## config.mk

```make
export PLATFORM = sky130hd
export DESIGN_NAME = ram_arbiter
export DESIGN_NICKNAME = d
export VERILOG_FILES = /design/src/rtl/ram_arbiter.sv
export SDC_FILE = /design/constraint.sdc
export NUM_CORES = 1
export LEC_CHECK = 0
export ABC_AREA = 1
export CAP_MARGIN = 15
export CORE_UTILIZATION = 34
export CTS_CLUSTER_DIAMETER = 50
export CTS_CLUSTER_SIZE = 30
export DETAILED_ROUTE_END_ITERATION = 8
export PLACE_DENSITY_LB_ADDON = 0.25
export RECOVER_POWER = 25
export SETUP_SLACK_MARGIN = 0.15
export SYNTH_ARGS = -nofsm -noshare
export SYNTH_HDL_FRONTEND = slang
export SYNTH_SLANG_ARGS = --single-unit
```

## constraint.sdc

```tcl
create_clock -name clk -period 1.5 [get_ports clk]
set_input_delay 0.15 -clock clk [delete_from_list [all_inputs] [get_ports clk]]
set_output_delay 0.15 -clock clk [all_outputs]
set_load 0.03 [all_outputs]
```

## src/rtl/ram_arbiter.sv

```systemverilog
// Round-robin arbiter sharing one single-port-per-direction Ram between
// instruction fetch (m0) and load/store (m1); partial stores become read-modify-write.
module ram_arbiter #(
    parameter int MEM_WIDTH  = 32,
    parameter int MEM_DEPTH  = 256,
    localparam int ADDR_WIDTH = $clog2(MEM_DEPTH)
) (
    input  logic                  clk,
    input  logic                  rst,
    input  logic                  m0_req_valid,
    output logic                  m0_req_ready,
    input  logic [ADDR_WIDTH-1:0] m0_addr,
    input  logic                  m0_we,
    input  logic [MEM_WIDTH-1:0]  m0_wdata,
    input  logic [3:0]            m0_wstrb,
    output logic                  m0_resp_valid,
    output logic [MEM_WIDTH-1:0]  m0_rdata,
    input  logic                  m1_req_valid,
    output logic                  m1_req_ready,
    input  logic [ADDR_WIDTH-1:0] m1_addr,
    input  logic                  m1_we,
    input  logic [MEM_WIDTH-1:0]  m1_wdata,
    input  logic [3:0]            m1_wstrb,
    output logic                  m1_resp_valid,
    output logic [MEM_WIDTH-1:0]  m1_rdata,
    output logic                  ram_wen,
    output logic                  ram_ren,
    output logic [ADDR_WIDTH-1:0] ram_waddr,
    output logic [ADDR_WIDTH-1:0] ram_raddr,
    output logic [MEM_WIDTH-1:0]  ram_wdata,
    input  logic [MEM_WIDTH-1:0]  ram_rdata
);

    typedef enum logic [1:0] {
        IDLE,
        RD_DATA,
        RMW_WR,
        WR_ACK
    } state_t;

    state_t                r_state;
    logic                  r_last;
    logic                  r_id;
    logic [ADDR_WIDTH-1:0] r_addr;
    logic [MEM_WIDTH-1:0]  r_wdata;
    logic [3:0]            r_wstrb;

    logic                  w_any;
    logic                  w_grant1;
    logic                  w_we;
    logic [ADDR_WIDTH-1:0] w_addr;
    logic [MEM_WIDTH-1:0]  w_wdata;
    logic [3:0]            w_wstrb;
    logic                  w_full;
    logic                  w_none;
    logic [MEM_WIDTH-1:0]  w_merge;

    // Under contention the requester that did not win last time goes next
    assign w_any    = m0_req_valid | m1_req_valid;
    assign w_grant1 = m1_req_valid & (~m0_req_valid | ~r_last);
    assign w_we     = w_grant1 ? m1_we    : m0_we;
    assign w_addr   = w_grant1 ? m1_addr  : m0_addr;
    assign w_wdata  = w_grant1 ? m1_wdata : m0_wdata;
    assign w_wstrb  = w_grant1 ? m1_wstrb : m0_wstrb;
    assign w_full   = (w_wstrb == 4'hF);
    assign w_none   = (w_wstrb == 4'h0);

    always_comb begin
        w_merge = '0;
        for (int i = 0; i < 4; i++) begin
            w_merge[8*i +: 8] = r_wstrb[i] ? r_wdata[8*i +: 8]
                                           : ram_rdata[8*i +: 8];
        end
    end

    always_ff @(posedge clk) begin
        if (rst) begin
            r_state <= IDLE;
            r_last  <= 1'b1;
            r_id    <= 1'b0;
            r_addr  <= '0;
            r_wdata <= '0;
            r_wstrb <= '0;
        end else begin
            unique case (r_state)
                IDLE: begin
                    if (w_any) begin
                        r_id    <= w_grant1;
                        r_last  <= w_grant1;
                        r_addr  <= w_addr;
                        r_wdata <= w_wdata;
                        r_wstrb <= w_wstrb;
                        if (!w_we)
                            r_state <= RD_DATA;
                        else if (w_full || w_none)
                            r_state <= WR_ACK;
                        else
                            r_state <= RMW_WR;
                    end
                end
                default: r_state <= IDLE;
            endcase
        end
    end

    // Everything is forced low while rst is high, so a dropped RMW never writes
    always_comb begin
        m0_req_ready  = 1'b0;
        m1_req_ready  = 1'b0;
        m0_resp_valid = 1'b0;
        m1_resp_valid = 1'b0;
        m0_rdata      = '0;
        m1_rdata      = '0;
        ram_wen       = 1'b0;
        ram_ren       = 1'b0;
        ram_waddr     = '0;
        ram_raddr     = '0;
        ram_wdata     = '0;
        if (!rst) begin
            unique case (r_state)
                IDLE: begin
                    if (w_any) begin
                        m0_req_ready = ~w_grant1;
                        m1_req_ready = w_grant1;
                        if (!w_we || !(w_full || w_none)) begin
                            ram_ren   = 1'b1;
                            ram_raddr = w_addr;
                        end else if (w_full) begin
                            ram_wen   = 1'b1;
                            ram_waddr = w_addr;
                            ram_wdata = w_wdata;
                        end
                    end
                end
                RD_DATA: begin
                    m0_resp_valid = ~r_id;
                    m1_resp_valid = r_id;
                    if (r_id) m1_rdata = ram_rdata;
                    else      m0_rdata = ram_rdata;
                end
                RMW_WR: begin
                    ram_wen       = 1'b1;
                    ram_waddr     = r_addr;
                    ram_wdata     = w_merge;
                    m0_resp_valid = ~r_id;
                    m1_resp_valid = r_id;
                end
                WR_ACK: begin
                    m0_resp_valid = ~r_id;
                    m1_resp_valid = r_id;
                end
            endcase
        end
    end

endmodule

```

==> results of run 1 <==
[critical path: cells and delay by family, from the launching register on]
| kind | cells | cell delay (ns) |
|---|---|---|
| buf+inv | 3 | 0.48 |
| flops | 1 | 0.37 |
| simple gates | 10 | 1.02 |
[cell usage in the layout, fill, tap and decap left out, drive strengths merged]
cell type,synthesis,layout
buf,26,269
clkdlybuf4s50,0,122
inv,105,104
nor2,104,104
a21oi,96,96
nor3,88,88
nand2,77,80
o21ai,55,55
dfxtp,48,48
nand3,44,44
o21a,22,22
clkbuf,30,22
nand3b,5,5
or2,2,2
clkinvlp,0,1
o22ai,1,1
clkinv,0,1
dlygate4sd2,0,1
[logic make-up (layout without fill, tap and decap cells)]
logic type,Yosys count,after routing
flip-flops,48,48
buffers and inverters,161,520
AND/OR/NAND/NOR,320,323
AO/OA/AOI/OAI,174,174
[state kept, by name, summed over array words and instances (netlist names)]
signal   count
r_addr       8
r_id         1
r_last       1
r_state      2
r_wdata     32
r_wstrb      4
[path summary, 6_finish.rpt]
check              startpoint           end  slack (ns)  cells past startpoint
hold / removal            rst   r_wdata[19]        0.43                      3
hold reg to reg   r_wdata[12]   r_wdata[12]        0.46                      2
setup / recovery       r_last  ram_raddr[1]       -0.83                     13
setup reg to reg       r_last    r_state[0]       -0.36                     12
[cell type report]
class | instances | area [sq um] | area share (%)
Sequential cell | 48 | 965.9 | 9.064
Clock inverter | 1 | 5.005 | 0.04696
Tap cell | 143 | 178.9 | 1.679
Clock buffer | 6 | 128.9 | 1.209
Multi-Input combinational cell | 497 | 4335 | 40.68
Inverter | 105 | 397.9 | 3.734
Timing Repair Buffer | 408 | 4644 | 43.58
[power by group]
group	internal, mW	leakage [nW]	total, mW	switching [mW]
Combinational	1.86	3.97	4.16	2.30
Clock	0.609	0.0667	1.14	0.526
Sequential	1.42	0.398	1.54	0.114
Total	3.89	4.44	6.83	2.94
[routing by layer]
layer | global-route usage (%) | share of wire, % | vias to the layer above
li1 | - | - | 3029
met1 | 35.44 | 31 | 3473
met2 | 56.61 | 48 | 710
met3 | 6.408 | 12 | 307
met4 | 11.56 | 9.5 | 0
met5 | 0 | 0 | -
[stage by stage]
| stage | setup WS [ns] | area (sq um) |
|---|---|---|
| after CTS | -0.5692 | 9155 |
| after detailed placement | -0.6676 | 8018 |
| final | -0.8271 | 10660 |
| after floorplan | -0.1348 | 5006 |
| after global routing | -0.8596 | 10660 |
| after global placement | -0.6350 | 8018 |
[timing repair]
action | in CTS | in global routing
cloned | 8 | 18
setup buffers | 5 | 31
resized for setup | 195 | 217
endpoints found under the setup margin | 162 | 166
pin swaps | 12 | 47
hold endpoints to repair | 0 | 0
==> flow_summary.ini, run 1 <==
[pwr]
ir_drop_v = 0.0006142
p_leak_nw = 4.438
pwr_density_cell_nw_per_um2 = 641.0
p_total_mw = 6.831

[yosys]
synthAdderAreaFrac_pct = 0
synth_area_leaders = dfxtp_1 24%, a21oi_1 12%, nor3_1 11%
synth_top_cell_by_area = dfxtp_1
synth_edf_count = 0
synth_seq_cells = 48
syn-num-nets = 829
synthFlopType = dfxtp_1
yosys.area_share.simple_pct = 35.34
synth-compound-area-share_pct = 23.52
synth_top_area_share_pct = 24.08
ys_seq_area_share_pct = 24.08
synth_mux_area_share_pct = 0
yosysUniqueCellTypes = 23
synth_common_cells = 103 x inv_1, 103 x nor2_1, 96 x a21oi_1, 88 x nor3_1, 74 x nand2_1
postSynthCellCount = 703
avgSynthCellArea_sq_um = 5.676
synth_top_family_by_area = simple AND/OR/NAND/NOR gates
synth-warning-count = 0
synth_area_sq_um = 3990
async_reset_ff_share_pct = 0
synthXorXnorAreaFrac_pct = 0

[status]
status = complete, but fails checks
violations = setup timing

[grt]
grt_max_degree = 47
grtUsageTotal_pct = 31.08
grt_pass1_wl_microns = 29040
grt_antenna_before_repair = 0
grt_remaining_overflow = 0
grt_pass1_vias = 5919

[floorplanning]
rows = 39
die_area_sq_um = 12170
dieWidth_microns = 110.3
die_h_microns = 110.3
initial_utilization_pct = 34.94
ios = 244
core_sq_um = 11420

[finish]
num-fill-cells = 375
drive_above_1_share_pct = 52.58
antenna_cells = 0
final_util_pct = 93.33
nNetsFinal = 1191
layoutNonFillerInstCount = 1208
area_growth_pct = 167.1

[sta]
finalCritPeriodShare_pct = 155.1
fin_ws_ns = -0.8271
skew_ns = 0.01059
tightest_slew_ns = 0.6335
finalMaxSlewViolations = 0
fmax_mhz = 429.7
fin_worst_hold_slack_ns = 0.4297
rsz0062_at_grt = true
hold_violations = 0
min_period_ns = 2.327
finalSetupViolCount = 161
slew_headroom_pct = 57.72
tns_ns = -57.35

[drt]
drt_first_pass_iters = 9
ant_nets = 0
first_iter_violations = 692
vias_per_cell = 6.224
via_count = 7519
drt-wirelength-per-cell_microns = 25.60
wirelength_microns = 30930
drc = 0

[cts]
cts_root_buffer = clkbuf_16
cts_made_buffers = 5
cts_tree = done
max-clock-path-buffers = 2
cts_sinks = 48
hold_buffers = 0
htreeDepth = 2
clk_pin_slew_ns = 0.07
clock_latency_ns = 0.30

[placed_design]
gp_congestion = 0.8531
dpl.hpwl_microns = 12950
placed_cells = 1139
port_buffers = 243

[setup_path]
critPathRequiredTime_ns = 1.35
critPathCaptureType = output port
critPathMaxStageDelay_ns = 0.37
cp_max_fo = 18
worstPathArrival_ns = 2.18
path_class = reg2out
start_kind = flip-flop
critical_path.cell_chain = nand2_4 -> buf_4 -> nand2_4 -> buf_12 -> nand2_2 -> nand2_2 -> nor2_1 -> nand2_1 -> nand2_2 -> nand2_4 -> nand2_8 -> nor2_4 -> buf_6
crit_slowest_cell = dfxtp_2

[hold_path]
hold_path.class = in2reg

[flow_run]
max_cap_viol_count = 0
Note: power is estimated with default switching activity, not from simulation.
==> run 2, diff against run 1 <==
- ABC_AREA: 1 -> not set
- CORE_UTILIZATION: 34 -> 33
- TNS_END_PERCENT: not set -> 100
==> flow_summary.ini, run 2 <==
[yosys]
synth_most_common_cell = and2_1
synth_top_area_share_pct = 26.45
postSynthCellCount = 421
synthFlopType = dfxtp_1
syn-num-nets = 547
avgSynthCellArea_sq_um = 8.631
async_reset_ff_share_pct = 0
synth-warning-count = 0
synth_edf_count = 0
synth_seq_cells = 48
synth_common_cells = 66 x and2_1, 63 x mux2i_1, 48 x dfxtp_1, 48 x nor2_1, 32 x a211oi_1
ys_seq_area_share_pct = 26.45
synth_top_cell_by_area = dfxtp_1
synth_area_leaders = dfxtp_1 26%, mux2i_1 17%, and2_1 11%
synth_area_sq_um = 3633
yosysUniqueCellTypes = 39

[setup_path]
cp_max_fo = 5
start_kind = flip-flop
critPathCaptureType = output port
path_class = reg2out
ff2ff_path_depth = 7
cp-startpoint = r_last
worstPathArrival_ns = 1.89
critPathRequiredTime_ns = 1.35
timing.rr.start = r_last

[finish]
multi_input_area_sq_um = 3254
num-fill-cells = 634
drive_above_1_share_pct = 54.56
nNetsFinal = 871
antenna_cells = 0
regMostFlops = r_wdata
area_growth_pct = 129.0
final_util_pct = 79.18
final_common_cell = buf_6
ff_latch_area_sq_um = 970.9
final_cell_mix = 128 x buf_6, 114 x clkdlybuf4s50_1, 80 x buf_4
largest_register_ffs = 32
reg_top3 = r_wdata: 32 flops, r_addr: 8 flops, r_wstrb: 4 flops

[drt]
wirelength_microns = 18100
via_count = 4795
drt_first_pass_iters = 4
drt-wirelength-per-cell_microns = 20.52
drc = 0
ant_nets = 0
first_iter_violations = 159
vias_per_cell = 5.437

[placed_design]
port_buffers = 243
gp_congestion = 0.8324
pre_cts_ws_ns = -0.6417
dpl.hpwl_microns = 11060

[floorplanning]
die_h_microns = 106.9
dieWidth_microns = 106.9
rows = 37
ios = 244
core_sq_um = 10510
die_area_sq_um = 11430
initial_utilization_pct = 34.58

[cts]
cts_tree = done
cts_made_buffers = 5
cts_root_buffer = clkbuf_8
cts_sinks = 48
clk_pin_slew_ns = 0.09
clock_latency_ns = 0.30
max-clock-path-buffers = 2
htreeDepth = 2

[hold_path]
hold_path.class = in2reg
hold_depth = 3
hp-start = m0_wstrb[0]

[pwr]
ir_drop_v = 0.0004728
p_leak_nw = 3.391
pwr_density_cell_nw_per_um2 = 593.7

[sta]
finalSetupViolCount = 145
skew_ns = 0.004848
slew_headroom_pct = 77.18
fmax_mhz = 490.2
min_period_ns = 2.040
finalCritPeriodShare_pct = 136.0
hold_violations = 0
fin_ws_ns = -0.5399
tightest_slew_ns = 0.3328
finalMaxSlewViolations = 0
rsz0062_at_grt = true

[grt]
grtUsageTotal_pct = 30.96
grt_antenna_before_repair = 0
grt_pass1_wl_microns = 27450
grt_pass1_vias = 5119
grt_remaining_overflow = 0
grt_max_degree = 33

[status]
status = complete, but fails checks
violations = setup timing

[flow_run]
max_cap_viol_count = 0
==> run 2: final cells by class <==
class | count | area share (%)
multi-input cells | 332 | 39.11
well taps | 136 | 2.045
flip-flops and latches | 48 | 11.67
repair buffers | 358 | 46.09
clock buffers | 8 | 1.083
==> run 2: per-layer routing <==
| metal | wire (microns) | track usage (%) |
|---|---|---|
| met5 | 0 | 0 |
| met4 | 590 | 12.33 |
| met3 | 1071 | 4.802 |
| met2 | 9525 | 57.65 |
| met1 | 6916 | 34.93 |
==> run 2: per-stage QoR <==
step | power (mW) | setup TNS, ns | hold slack [ns] | std cells | instance area, sq um
2_1_floorplan | 2.645 | -4.415 | 0.3071 | 421 | 3980
5_1_grt | 5.129 | -55.11 | 0.2596 | 882 | 8320
3_3_place_gp | 3.591 | -46.43 | 0.4436 | 850 | 6909
6_report | 4.940 | -48.22 | 0.2342 | 882 | 8320
3_5_place_dp | 3.638 | -50.59 | 0.4512 | 850 | 6909
4_1_cts | 4.831 | -47.19 | 0.2947 | 879 | 8207
==> run 2: report_power, final <==
group          total, mW  switching [mW]  internal, mW
registers           1.53          0.0985          1.43
clock network      0.823           0.445         0.378
logic               2.59            1.24          1.35
==> run 2: worst max-delay path, cell delays in order, from the launching register on <==
cell,delay [ns]
dfxtp_2,0.35
a21boi_4,0.22
nand3_2,0.12
a211o_4,0.43
buf_12,0.18
o22ai_4,0.12
buf_6,0.15
==> run 2: cells by family after synthesis <==
group | share of synthesized area (%)
muxes | 17.36
and+or+nand+nor | 22.04
buffers and inverters | 5.854
DFF | 26.45
AOI/OAI and AO/OA | 28.31
==> run 2: final timing paths <==
path	endpoint	slack, ns
max	ram_wdata[10]	-0.54
min	r_wstrb[0]	0.23
max reg2reg	r_wdata[23]	-0.25
min reg2reg	r_addr[4]	0.47
==> run 2: repair_timing <==
item | 4_1_cts | 5_1_grt
endpoints found under the setup margin | 162 | 166
setup buffers | 10 | 2
gates cloned | 11 | 1
resized for setup | 257 | 28
pin swaps | 29 | 9
hold buffers | 0 | 0
==> run 3, diff against run 2 <==
- HOLD_SLACK_MARGIN: not set -> 0.1
==> results of run 3 <==
No change in the layout: final DEF, timing and power equal those of run 2.
